`config.mk`:
```
export PLATFORM = sky130hd
export DESIGN_NAME = tone_beeper
export DESIGN_NICKNAME = d
export VERILOG_FILES = /design/src/rtl/beeper_pkg.sv /design/src/rtl/tone_div.sv /design/src/rtl/tone_beeper.sv
export SDC_FILE = /design/constraint.sdc
export NUM_CORES = 1
export LEC_CHECK = 0
export CORE_MARGIN = 4
export CORE_UTILIZATION = 50
export DETAILED_ROUTE_END_ITERATION = 10
export PLACE_DENSITY = 0.74
export SYNTH_ARGS = -nofsm -noshare
export SYNTH_HDL_FRONTEND = slang
export SYNTH_SLANG_ARGS = --single-unit
```
`constraint.sdc`:
```
create_clock -name iCLK -period 3.79 [get_ports iCLK]
set_clock_uncertainty 0.15 [all_clocks]
set_input_delay 1.137 -clock iCLK [delete_from_list [all_inputs] [get_ports iCLK]]
set_output_delay 1.137 -clock iCLK [all_outputs]
set_load 0.05 [all_outputs]
```
`src/rtl/beeper_pkg.sv`:
```
// rtl/beeper_pkg.sv - shared types and defaults for the tone beeper
package beeper_pkg;

    typedef enum logic [1:0] {
        IDLE = 2'd0,
        ON   = 2'd1,
        OFF  = 2'd2
    } beepState_t;

    localparam int unsigned DEF_DIV_W = 18;
    localparam int unsigned DEF_DUR_W = 24;
    localparam int unsigned DEF_CNT_W = 8;

    // A latched setting of zero is replaced by this value
    localparam int unsigned ZERO_CLAMP = 1;

endpackage

```
`src/rtl/tone_div.sv`:
```
// rtl/tone_div.sv - half-period divider producing the square-wave tone phase
module tone_div
    import beeper_pkg::*;
#(
    parameter int unsigned DIV_W = DEF_DIV_W
) (
    input  logic             iCLK,
    input  logic             iRST,
    input  logic             iCLR,
    input  logic             iEN,
    input  logic [DIV_W-1:0] iHALF,
    output logic             oTONE
);

    logic [DIV_W-1:0] divCnt;

    always_ff @(posedge iCLK) begin
        if (iRST || iCLR) begin
            divCnt <= '0;
            oTONE  <= 1'b0;
        end else if (iEN) begin
            if (divCnt == iHALF - DIV_W'(1)) begin
                divCnt <= '0;
                oTONE  <= ~oTONE;
            end else begin
                divCnt <= divCnt + DIV_W'(1);
            end
        end
    end

endmodule

```
`src/rtl/tone_beeper.sv`:
```
// rtl/tone_beeper.sv - programmable beep sequencer gating a square-wave tone
module tone_beeper
    import beeper_pkg::*;
#(
    parameter int unsigned DIV_W = DEF_DIV_W,
    parameter int unsigned DUR_W = DEF_DUR_W,
    parameter int unsigned CNT_W = DEF_CNT_W
) (
    input  logic             iCLK,
    input  logic             iRST,
    input  logic             iSTART,
    input  logic             iSTOP,
    input  logic [DIV_W-1:0] iHALF,
    input  logic [DUR_W-1:0] iON,
    input  logic [DUR_W-1:0] iOFF,
    input  logic [CNT_W-1:0] iCOUNT,
    output logic             oSOUND,
    output logic             oBUSY,
    output logic             oDONE
);

    beepState_t       state;
    logic [DIV_W-1:0] halfLat;
    logic [DUR_W-1:0] onLen;
    logic [DUR_W-1:0] offLen;
    logic [CNT_W-1:0] countLat;
    logic [DUR_W-1:0] durCnt;
    logic [CNT_W-1:0] beepCnt;
    logic             onLast;
    logic             offLast;
    logic             lastBeep;
    logic             stayOn;

    assign onLast   = (durCnt == onLen - DUR_W'(1));
    assign offLast  = (durCnt == offLen - DUR_W'(1));
    assign lastBeep = (countLat != '0) && (beepCnt == countLat - CNT_W'(1));
    // The divider is held clear whenever the next cycle is not a continuing ON cycle,
    // so its phase register is low outside ON and at the start of every beep.
    assign stayOn   = (state == ON) && !iSTOP && !onLast;

    tone_div #(
        .DIV_W(DIV_W)
    ) uToneDiv (
        .iCLK (iCLK),
        .iRST (iRST),
        .iCLR (!stayOn),
        .iEN  (state == ON),
        .iHALF(halfLat),
        .oTONE(oSOUND)
    );

    always_ff @(posedge iCLK) begin
        if (iRST) begin
            state    <= IDLE;
            oBUSY    <= 1'b0;
            oDONE    <= 1'b0;
            halfLat  <= '0;
            onLen    <= '0;
            offLen   <= '0;
            countLat <= '0;
            durCnt   <= '0;
            beepCnt  <= '0;
        end else begin
            oDONE <= 1'b0;
            case (state)
                IDLE: begin
                    if (iSTART && !iSTOP) begin
                        state    <= ON;
                        oBUSY    <= 1'b1;
                        halfLat  <= (iHALF == '0) ? DIV_W'(ZERO_CLAMP) : iHALF;
                        onLen    <= (iON == '0) ? DUR_W'(ZERO_CLAMP) : iON;
                        offLen   <= (iOFF == '0) ? DUR_W'(ZERO_CLAMP) : iOFF;
                        countLat <= iCOUNT;
                        durCnt   <= '0;
                        beepCnt  <= '0;
                    end
                end
                ON: begin
                    if (iSTOP) begin
                        state  <= IDLE;
                        oBUSY  <= 1'b0;
                        oDONE  <= 1'b1;
                        durCnt <= '0;
                    end else if (onLast) begin
                        durCnt  <= '0;
                        beepCnt <= beepCnt + CNT_W'(1);
                        if (lastBeep) begin
                            state <= IDLE;
                            oBUSY <= 1'b0;
                            oDONE <= 1'b1;
                        end else begin
                            state <= OFF;
                        end
                    end else begin
                        durCnt <= durCnt + DUR_W'(1);
                    end
                end
                OFF: begin
                    if (iSTOP) begin
                        state  <= IDLE;
                        oBUSY  <= 1'b0;
                        oDONE  <= 1'b1;
                        durCnt <= '0;
                    end else if (offLast) begin
                        state  <= ON;
                        durCnt <= '0;
                    end else begin
                        durCnt <= durCnt + DUR_W'(1);
                    end
                end
                default: begin
                    state <= IDLE;
                    oBUSY <= 1'b0;
                end
            endcase
        end
    end

endmodule

```
==> results.ini, run 1 <==
[floorplanning]
core_sq_mm=0.0161
die_y_um=137
die_x_um=137
initial_core_util_pct=51.4
rows=46
io_pins=81
dieArea_sq_mm=0.0186

[global_routing]
grt_pass1_wl_um=36800
grt_max_degree=83
track_usage_pct=24.1
antenna_found_initial=0
grt_pass1_vias=7595
gr-total-overflow=0

[min_path]
holdCritStartpoint=halfLat[17]
holdPathStages=2
min_to=halfLat[17]
hp-class=flop to flop

[finish]
syn_to_final_growth_pct=21.4
design_area_sq_mm=0.0100
diodes=0
nNetsFinal=1258
fill_cells=1407
drive_gt1_share_pct=8.81

[worst_setup_path]
worstReg2RegEnd=uToneDiv.divCnt[15]
critPathRequiredTime_ns=3.95
path_class=flop to flop
crit_path_start=onLen[7]
worst_r2r_path_depth=11
critPathArrivalTime_ns=3.79
r2r_slack_ns=0.16
timing.rr.start=onLen[7]
cp_max_fo=17
cp-end-kind=flop
critPathLaunchType=flop

[power_and_ir_drop]
ir_drop_uv=320
comb_power_share_pct=32.8
seqPwrFrac_pct=31.9
intPower_w=0.00325
swShare_pct=33.5
p_switching_w=0.00163
p_per_area_mw_per_mm2=487
p_clk_share_pct=35.3
leakagePower_nw=3.55

[drt]
postRouteAntennaNets=0
drtIter0Drc=611
wl_per_cell_um=15.9
vias=8122
via_per_inst=5.81
drc_errors=0
routed_wl_um=22200
drt-pass1-iter-count=5

[synthesis]
syn_inst=1103
async_reset_ff_share_pct=0
yosys_register_bits=129
mappedNetlistArea_sq_mm=0.00826
yosysSeqAreaShare_pct=31.3
yosysUniqueCellTypes=70
synth_flop_cell=dfxtp_1
synth_fp_nets=1193
synth_edf_count=0
syn_avg_cell_area_sq_um=7.49
yosys_warnings=0

[sta]
rsz0062_at_grt=false
period_needed_ns=3.63
worst_slew_pin_slew_ns=0.860
setup_viol=0
hold_ws_ns=0.318
finalCritPeriodShare_pct=95.8
hold_viol_final=0
setup_tns_ns=0
slew-limit-headroom_pct=42.6
fin_ws_ns=0.159
finalMaxSlewViolations=0
fmax_mhz=275

[clock_tree]
clockBufferDepth=2
htreeDepth=4
clk_latency_ns=0.42
clkSinkCount=129
clkTransAtPathRegs_ns=0.06
cts_buffers=17
hold_buffers=0
cts_tree=built
clockRootBuffer=clkbuf_16

[flow_run]
maxCapViolCount=0

[outcome]
status=finished, final reports clean

[placement]
dp_slack_ns=0.131
dp_hpwl_um=16500
placed_cell_area_sq_mm=0.00937
gp_congestion=0.903
io_buffer_count=80

==> final cells by class <==
type	instances	area (sq um)	area share [%]
Clock buffer	22	494	4.93
Clock inverter	10	130	1.30
Inverter	29	109	1.09
Multi-Input combinational cell	870	5310	52.9
Sequential cell	129	2580	25.8
Tap cell	216	270	2.70
Timing Repair Buffer	121	1130	11.3
==> registers in the layout, summed over array words and instances, names as in the netlist, 2 cells and up <==
name and count:
state 2, offLen 24, onLen 24, countLat 8, halfLat 18, uToneDiv.divCnt 18, beepCnt 8, durCnt 24
==> metrics by stage <==
step | utilization, % | cells | power [W]
after CTS | 62.2 | 1396 | 0.00487
after detailed placement | 58.3 | 1364 | 0.00314
after floorplan | - | 1103 | 0.00265
final | 62.4 | 1397 | 0.00488
after global routing | 62.4 | 1397 | 0.00515
after global placement | 58.3 | 1364 | 0.00312
==> metal layers <==
metal	global-route usage [%]	vias up	wire, um
li1	-	4080	-
met1	32.2	3847	10500
met2	40.3	162	10600
met3	3.79	33	788
met4	7.33	0	358
met5	0	-	0
==> synth_stat cells (25+ instances only) <==
library cell,n,area share (%)
dfxtp_1,129,31
nand3_1,25,1.5
xnor2_1,63,6.7
inv_1,29,1.3
nor2_1,72,3.3
nor4_1,31,2.3
nand2_1,195,8.9
clkbuf_1,66,3.0
a21oi_1,99,6.0
xor2_1,39,4.1
or3_1,25,1.9
nor3_1,32,1.9
o21ai_0,26,1.6
==> cell families (layout without fill, tap and decap cells) <==
logic type / Yosys count / in the layout / share of synthesized area [%]
compound gates: 250 / 250 / 20.3
xor+xnor: 102 / 102 / 10.8
fa+ha+maj: 12 / 12 / 1.82
buf+inv: 104 / 182 / 4.86
flops: 129 / 129 / 31.3
mux: 5 / 5 / 0.667
simple gates: 501 / 501 / 30.3
==> power groups by stage <==
stage	registers [W]	clock network, W	logic, W
final	0.00156	0.00172	0.00160
after global routing	0.00157	0.00181	0.00176
after CTS	0.00156	0.00175	0.00157
after detailed placement	0.00159	0	0.00156
after global placement	0.00158	0	0.00154
after floorplan	0.00156	0	0.00109
==> worst max path at each step <==
stage	endpoint	slack, ns	depth (start not counted)
after floorplan	durCnt[15]	0.17	13
after global placement	beepCnt[6]	0.21	10
after detailed placement	durCnt[23]	0.13	10
after CTS	durCnt[23]	0.09	10
after global routing	uToneDiv.divCnt[15]	0.05	11
final	uToneDiv.divCnt[15]	0.16	11
==> worst max-delay path, cell delays in order, from the launching register on <==
cell and delay [ns]:
dfxtp_1 0.31, or4_4 0.57, or4_1 0.55, or3_1 0.36
a222oi_1 0.36, o2111a_2 0.32, nand3_1 0.11, nand2_1 0.17
buf_4 0.18, or3b_1 0.12, buf_4 0.22, nor2_1 0.08
==> layout by cell type (no fill, tap or decap), types with 17 or more instances in the layout <==
| cell | count |
|---|---|
| a211oi_1 | 21 |
| a21oi_1 | 98 |
| buf_4 | 38 |
| clkbuf_16 | 17 |
| clkdlybuf4s50_1 | 79 |
| dfxtp_1 | 129 |
| inv_1 | 29 |
| nand2_1 | 195 |
| nand2b_1 | 22 |
| nand3_1 | 25 |
| nand4_1 | 23 |
| nor2_1 | 71 |
| nor3_1 | 32 |
| nor4_1 | 31 |
| o21ai_0 | 26 |
| or3_1 | 25 |
| xnor2_1 | 63 |
| xor2_1 | 39 |
==> repair_timing <==
| item | CTS | global route |
|---|---|---|
| setup endpoints to repair | 0 | 16 |
| setup buffers | 0 | 1 |
| resized for setup | 0 | 6 |
(Power assumes the default switching activity.)
==> run 2, diff against run 1 <==
--- a/config.mk
+++ b/config.mk
@@ -5,6 +5,7 @@
 export SDC_FILE = /design/constraint.sdc
 export NUM_CORES = 1
 export LEC_CHECK = 0
+export CAP_MARGIN = 20
 export CORE_MARGIN = 4
 export CORE_UTILIZATION = 50
 export DETAILED_ROUTE_END_ITERATION = 10
==> results of run 2 <==
No change in the layout: final DEF, timing and power equal those of run 1.
==> run 3, diff against run 2 <==
--- a/config.mk
+++ b/config.mk
@@ -6,6 +6,7 @@
 export NUM_CORES = 1
 export LEC_CHECK = 0
 export CAP_MARGIN = 20
+export CORE_ASPECT_RATIO = 0.8
 export CORE_MARGIN = 4
 export CORE_UTILIZATION = 50
 export DETAILED_ROUTE_END_ITERATION = 10
==> run 3 against run 2 <==
Net effect:
- sequential cell count is the same
- global-route usage is essentially flat
- combinational power shrank 4%
- non-clock buffer count shrank 7
==> results.ini, run 3 (synthesis gave the netlist of run 1 again) <==
[finish]
diodes=0
top_regs=durCnt: 24 flops, offLen: 24 flops, onLen: 24 flops
final_cell_mix=nand2_1 (195), dfxtp_1 (129), a21oi_1 (99), clkdlybuf4s50_1 (79), nor2_1 (71)
final_cells=1389
final_common_cell=nand2_1
syn_to_final_growth_pct=20.3
nNetsFinal=1251
drive_gt1_share_pct=8.09

[clock_tree]
htreeDepth=4
clockBufferDepth=2
clockRootBuffer=clkbuf_16
ctsResizeCount=0
post-cts-setup-buffers=0
cts_buffers=17
hold_buffers=0
clkSinkCount=129
cts_tree=built
clk_latency_ns=0.43
clkTransAtPathRegs_ns=0.06

[global_routing]
track_usage_pct=24.1
antenna_found_initial=0
grt_pass1_wl_um=36300
grt_max_degree=86
gr-total-overflow=0
grt_pass1_vias=7208

[sta]
hold_viol_final=0
period_needed_ns=3.63
finalCritPeriodShare_pct=95.9
fmax_mhz=275
setup_tns_ns=0
finalMaxSlewViolations=0
slew-limit-headroom_pct=31.4
rsz0062_at_grt=false
worst_slew_pin_slew_ns=1.03
setup_viol=0

[power_and_ir_drop]
ir_drop_uv=346
p_per_area_mw_per_mm2=484
leakagePower_nw=3.50
finalPower_w=0.00481

[placement]
gp_congestion=0.891
placedCellCount=1357
io_buffer_count=80
dp_hpwl_um=16200

[worst_setup_path]
worst_r2r_path_depth=10
cp-end-kind=flop
critPathArrivalTime_ns=3.84
cp_max_fo=8
critPathLaunchType=flop
critPathRequiredTime_ns=4.00
path_class=flop to flop

[floorplanning]
dieArea_sq_mm=0.0187
die_x_um=152
core_sq_mm=0.0160
rows=41
die_y_um=123
initial_core_util_pct=51.6
io_pins=81

[outcome]
status=finished, final reports clean

[drt]
wl_per_cell_um=15.9
drc_errors=0
postRouteAntennaNets=0
drtIter0Drc=582
routed_wl_um=22100
via_per_inst=5.90
vias=8192
drt-pass1-iter-count=6

[min_path]
hp-class=flop to flop
holdPathStages=2

[flow_run]
maxCapViolCount=0

==> run 3: cell types whose count changed in the layout (fill, tap and decap cells not counted), moves of 3 or more <==
| cell | before | now |
|---|---|---|
| clkinv_2 | 5 | 2 |
| clkinv_4 | 0 | 3 |
| clkbuf_8 | 5 | 2 |
| buf_4 | 38 | 33 |
==> run 3: final timing paths <==
kind	start	to	slack [ns]
worst min register to register	halfLat[17]	halfLat[17]	0.32
worst max register to register	onLen[7]	beepCnt[6]	0.16
worst min-delay path	halfLat[17]	halfLat[17]	0.32
worst max-delay path	onLen[7]	beepCnt[6]	0.16
==> run 3: layer usage <==
layer | vias up | share of wire, % | global-route usage (%)
li1 | 4086 | - | -
met1 | 3821 | 50 | 36.2
met2 | 261 | 43 | 35.9
met3 | 24 | 6.4 | 4.36
met4 | 0 | 1.0 | 6.00
met5 | - | 0 | 0
==> run 3: report_power, final <==
part           leakage (nW)  switching (W)  internal (W)
combinational          2.16       0.000886      0.000654
clock                 0.293       0.000640       0.00107
sequential             1.05       0.000116       0.00145
==> run 3: layout make-up <==
type	count	area, sq um
Clock buffer	20	457
Clock inverter	12	158
Fill cell	1491	6070
Inverter	29	109
Multi-Input combinational cell	870	5300
Sequential cell	129	2580
Tap cell	215	269
Timing Repair Buffer	114	1060
==> run 3: worst max-delay path, cell delays in order, from the launching register on <==
cell,delay [ns]
dfxtp_1,0.31
or4_4,0.57
or2_1,0.30
or3_1,0.38
a221o_1,0.37
nor4_2,0.38
buf_4,0.20
a41oi_4,0.17
nand2b_4,0.23
or3_1,0.35
a21oi_1,0.14
==> run 3: through the flow <==
| stage | utilization (%) | area (sq um) | setup slack, ns | hold slack [ns] |
|---|---|---|---|---|
| finish | 62.1 | 9940 | 0.157 | 0.320 |
| floorplan | - | 8260 | 0.171 | 0.296 |
| global placement | 58.1 | 9310 | 0.188 | 0.307 |
| detailed placement | 58.1 | 9310 | 0.149 | 0.312 |
| global route | 62.1 | 9940 | 0.00550 | 0.344 |
| CTS | 62.0 | 9920 | 0.106 | 0.321 |
